==> src/rtl/alu_result_stage.sv <==
// Output-side ALU result stage: a two-entry skid buffer with valid/ready on both sides and a delivered-result counter.
// Optional sticky {C, V} status accumulation is enabled by defining ALU_OUT_STICKY_EN.
module alu_result_stage #(
  parameter int N = 4
) (
  input  logic         clk,
  input  logic         reset,
  input  logic         in_valid,
  output logic         in_ready,
  input  logic [N-1:0] in_result,
  input  logic [2:0]   in_op,
  input  logic [3:0]   in_flags,
  output logic         out_valid,
  input  logic         out_ready,
  output logic [N-1:0] out_result,
  output logic [2:0]   out_op,
  output logic [3:0]   out_flags,
  output logic [7:0]   result_count,
  input  logic         clr_sticky,
  output logic [1:0]   sticky_cv
);

  localparam int EW = N + 7;

  logic [EW-1:0] in_entry;
  logic [EW-1:0] head_reg;
  logic [EW-1:0] head_next;
  logic [EW-1:0] tail_reg;
  logic [EW-1:0] tail_next;
  logic [1:0]    occ_reg;
  logic [1:0]    occ_next;
  logic [7:0]    count_reg;
  logic          push;
  logic          pop;

  assign in_entry = {in_result, in_op, in_flags};

  // in_ready depends only on registered occupancy, so out_ready never reaches it combinationally.
  assign in_ready  = (occ_reg != 2'd2);
  assign out_valid = (occ_reg != 2'd0);
  assign push      = in_valid && in_ready;
  assign pop       = out_valid && out_ready;

  assign out_result   = head_reg[EW-1:7];
  assign out_op       = head_reg[6:4];
  assign out_flags    = head_reg[3:0];
  assign result_count = count_reg;

  always_comb begin
    head_next = head_reg;
    tail_next = tail_reg;
    occ_next  = occ_reg;
    case (occ_reg)
      2'd0: begin
        if (push) begin
          head_next = in_entry;
          occ_next  = 2'd1;
        end
      end
      2'd1: begin
        if (push && pop) begin
          head_next = in_entry;
        end else if (push) begin
          tail_next = in_entry;
          occ_next  = 2'd2;
        end else if (pop) begin
          occ_next  = 2'd0;
        end
      end
      2'd2: begin
        if (pop) begin
          head_next = tail_reg;
          occ_next  = 2'd1;
        end
      end
      default: begin
        occ_next = 2'd0;
      end
    endcase
  end

  always_ff @(posedge clk) begin
    if (reset) begin
      head_reg  <= '0;
      tail_reg  <= '0;
      occ_reg   <= 2'd0;
      count_reg <= 8'd0;
    end else begin
      head_reg  <= head_next;
      tail_reg  <= tail_next;
      occ_reg   <= occ_next;
      if (pop) begin
        count_reg <= count_reg + 8'd1;
      end
    end
  end

`ifdef ALU_OUT_STICKY_EN
  logic [1:0] sticky_reg;
  logic [1:0] sticky_next;

  // Per bit: a popped C/V flag sets the bit even when a clear arrives in the same cycle.
  generate
    for (genvar gi = 0; gi < 2; gi++) begin : g_sticky
      always_comb begin
        sticky_next[gi] = clr_sticky ? 1'b0 : sticky_reg[gi];
        if (pop && head_reg[gi]) begin
          sticky_next[gi] = 1'b1;
        end
      end
    end
  endgenerate

  always_ff @(posedge clk) begin
    if (reset) begin
      sticky_reg <= 2'b00;
    end else begin
      sticky_reg <= sticky_next;
    end
  end

  assign sticky_cv = sticky_reg;
`else
  logic unused_clr_sticky;
  assign unused_clr_sticky = clr_sticky;
  assign sticky_cv         = 2'b00;
`endif

endmodule

==> config.mk <==
export PLATFORM = sky130hd
export DESIGN_NAME = alu_result_stage
export DESIGN_NICKNAME = d
export VERILOG_FILES = /design/src/rtl/alu_result_stage.sv
export SDC_FILE = /design/constraint.sdc
export NUM_CORES = 1
export LEC_CHECK = 0
export CAP_MARGIN = 20
export CORE_MARGIN = 2
export CORE_UTILIZATION = 40
export CTS_CLUSTER_DIAMETER = 80
export DETAILED_ROUTE_END_ITERATION = 10
export GPL_ROUTABILITY_DRIVEN = 0
export PLACE_DENSITY = 0.68
export SYNTH_ARGS = -nofsm -noshare
export SYNTH_HDL_FRONTEND = slang
export SYNTH_SLANG_ARGS = --single-unit
==> constraint.sdc <==
create_clock -name clk -period 1.5 [get_ports clk]
set_input_delay 0.3 -clock clk [delete_from_list [all_inputs] [get_ports clk]]
set_output_delay 0.3 -clock clk [all_outputs]
set_load 0.02 [all_outputs]
==> results by group <==
Route
  • DRC violations left: 0
  • Detailed-router iteration count before antenna repair: 4
  • WL per Instance: around 14 microns
  • Violation count after the first detailed-route iteration: 86
  • Routed vias/inst: 5.24
  • Post-DRT Antenna Nets: 0
  • Total via count after detailed routing: around 1,300
  • Wirelength, routed: 3470 microns

Clock network
  • TritonCTS clock tree: done
  • CTS H-Tree Depth: 2
  • Later-pin clock latency in the skew report: between 0.3 and 0.4 ns
  • Library cell used as clock root buffer: clkbuf_4
  • Total clock sinks: 32
  • Clock transition time at the flip-flop clock pins of the worst setup and hold paths: 0.10 ns
  • Clock Path Buffers: 2
  • Number of buffers created by CTS: 5

Synth
  • Count of different cell masters after synthesis: 30
  • Biggest area consumer among synthesized cells: dfxtp_1
  • Count of synthesis-stage warnings from yosys: 0
  • Post-synth top flop: dfxtp_1
  • Leading cell type by number of instances after synthesis: dfxtp_1
  • Proportion of synthesized flip-flops having asynchronous set or reset: 0%
  • Area fraction of the dominant cell type after synthesis: between 40 and 50%
  • Register area share after synthesis: between 40% and 50%
  • Top area cells in the synthesized netlist: dfxtp_1 (45%), a211oi_1 (12%), mux2i_1 (8.4%), nand2_1 (6.8%), a21oi_1 (5.9%)
  • Mapped cell area: roughly 1400 sq um
  • Synth Instances: approximately 160
  • Average cell area after synthesis: approximately 9.1 sq um
  • Total of flip-flops plus latches after synthesis: 32
  • Count of flip-flops with a built-in enable after synthesis: 0
  • Top cell types by occurrence after synthesis: dfxtp_1 (32), nand2_1 (26), a211oi_1 (22)

Floorplan
  • Number of top-level pins: 39
  • Horizontal die dimension: roughly 64 microns
  • Die outline area: just over 4000 sq um
  • Row count: 21
  • Initial Util: 42.2%
  • Area inside the core boundary: around 3400 sq um
  • Die Y: about 64 microns

Pwr
  • Net switching power of the design: a little over 0.5 mW
  • Total internal power: approximately 1.5 mW
  • Maximum ir drop on the vdd rail: about 0.50 mV
  • Leakage dissipation: 0.880 nW
  • Part of the total power dissipated in sequential elements: ~46%
  • Switching part of the total power: between 20% and 30%
  • Post-layout total power: between 2 and 2.5 mW
  • Clock share of power: between 30 and 40%
  • Logic gate share of total power: 17.5%
  • Ratio of total power to cell area: about 1000 nW/um^2

Placement
  • Count of placed standard cells including taps: ~240
  • Worst slack at placement: -0.359 ns
  • Estimated wirelength of the detail-placed design: around 2600 microns
  • PortBufs: 35

STA
  • Final number of hold-violating endpoints: 0
  • Achievable frequency: 0.690 GHz
  • Pins over their slew limit: 0
  • Maximum clock skew at final layout: approximately 0.0063 ns
  • Final worst setup slack: 0.0517 ns
  • Tmin final: ~1.4 ns
  • Final-report setup violation count: 0
  • Post-route clock period utilization: a little over nine tenths

Critical path
  • Worst path arrival time: 1.73 ns
  • Crit Path Category: in -> reg
  • Endpoint kind of the worst setup timing path: flop
  • Crit path launch type: primary input
  • Crit. Startpoint: in_valid
  • Top Family by Delay on Critical Path: buffers and inverters
  • Largest fanout of any net on the critical path: 6
  • Required time worst endpoint: approximately 1.8 ns
  • CP bufs+invs: 2
  • Reg2reg start: occ_reg[1]$_SDFFE_PP0P_
  • Highest-delay cell along the critical path: clkdlybuf4s50_1
  • Cell-by-cell trace of the critical path: clkdlybuf4s50_1 > nor4bb_4 > clkdlybuf4s15_2 > nand2_1 > a21oi_1
  • Critical path's largest stage delay: about 0.57 ns

Layout
  • Number of diodes: 0
  • Final net count: 221
  • Area added between synthesis and finish: 39.4%
  • Non-filler instance count after layout: 251
  • Fraction of final layout cells with drive strength greater than 1: roughly 17%

GRT
  • Global-route congestion overflow total: 0
  • Global-route wire length before repair: ~5600 microns
  • Maximum number of pins on one net before global-route repair: 21
  • Initial antenna violation count: 0
  • Via count of the first global-routing pass: about 1,200
  • All-layer global routing usage: 17.9%

Min path
  • Min-Delay Path Class: reg -> reg
  • Startpoint of the tightest hold check path: tail_reg[7]$_SDFFE_PP0P_

Run
  • Max-capacitance violation count: 0

Run status
  • Run status: completed
-- metal layers --
metal  share of wire [%]  global-route usage (%)  wire length, microns  vias to the layer above
li1                    -                       -                     -                      660
met1                  44                    21.2                  1540                      620
met2                  50                    28.5                  1740                       26
met3                 3.9                    5.63                   136                        8
met4                 1.7                    10.3                    60                        0
met5                   0                       0                     0                        -
-- layout make-up --
type	instances	area, sq um
multi-input cells	112	728
inverters	1	3.75
fillers	301	1390
repair buffers	52	469
flip-flops and latches	32	642
clock inverters	1	30.0
well taps	46	57.6
clock buffers	7	65.1
-- power by group through the flow --
stage	registers [mW]	logic (mW)	clock network, mW
6_report	0.920	0.354	0.746
5_1_grt	0.926	0.379	0.800
4_1_cts	0.920	0.349	0.750
3_5_place_dp	0.941	0.372	0
3_3_place_gp	0.937	0.362	0
2_1_floorplan	0.980	0.160	0
-- through the flow --
stage | util (%) | hold slack, ns | cell area (sq um) | setup TNS (ns)
after global placement | 56.0 | 0.441 | 1900 | -6.78
after global routing | 58.9 | 0.487 | 2000 | -0.00347
after detailed placement | 56.0 | 0.449 | 1900 | -8.56
after CTS | 58.0 | 0.464 | 1970 | 0
final | 58.9 | 0.462 | 2000 | 0
after floorplan | - | 0.373 | 1440 | 0
-- cell families (layout without fill, tap and decap cells) --
group           Yosys count  in the layout  share of synthesized area [%]
simple gates             46             46                           15.9
buf+inv                  14             61                           5.77
compound gates           48             48                           21.8
fa+ha+maj                 1              1                          0.874
other cells               1              2                          0.262
xor+xnor                  2              2                           1.22
mux                      13             13                           9.44
flops                    32             32                           44.8
-- worst paths after layout --
kind	end	cells past startpoint	slack, ns
setup / recovery	tail_reg[1]$_SDFFE_PP0P_	5	0.05
hold / removal	tail_reg[7]$_SDFFE_PP0P_	2	0.46
setup reg to reg	tail_reg[1]$_SDFFE_PP0P_	5	0.11
hold reg to reg	tail_reg[7]$_SDFFE_PP0P_	2	0.46
-- worst min-delay path: stages, from the launching register on --
cell	delay, ns
dfxtp_1	0.32
nand2_1	0.05
a21oi_1	0.05
-- repair_timing --
item                                    in CTS  in global routing
buffers inserted                             0                  0
endpoints found under the setup margin      22                 17
gates cloned                                 0                  1
hold buffers                                 0                  0
gates resized for setup                     28                  3
-- layout by cell type (no fill, tap or decap), types with 2 or more instances in the layout --
cell,instances
o31ai_1,2
dfxtp_1,31
clkdlybuf4s50_1,13
mux2i_1,12
or3_1,2
a211oi_1,22
nand4_1,2
clkdlybuf4s15_2,2
buf_4,15
nand3_1,2
or4_1,3
dlygate4sd2_1,19
a21oi_1,17
clkbuf_4,5
nor2_1,4
xor2_1,2
conb_1,2
nand2_1,26
o21ai_0,3
clkbuf_8,2
nand2b_1,2
(Power assumes the default switching activity.)
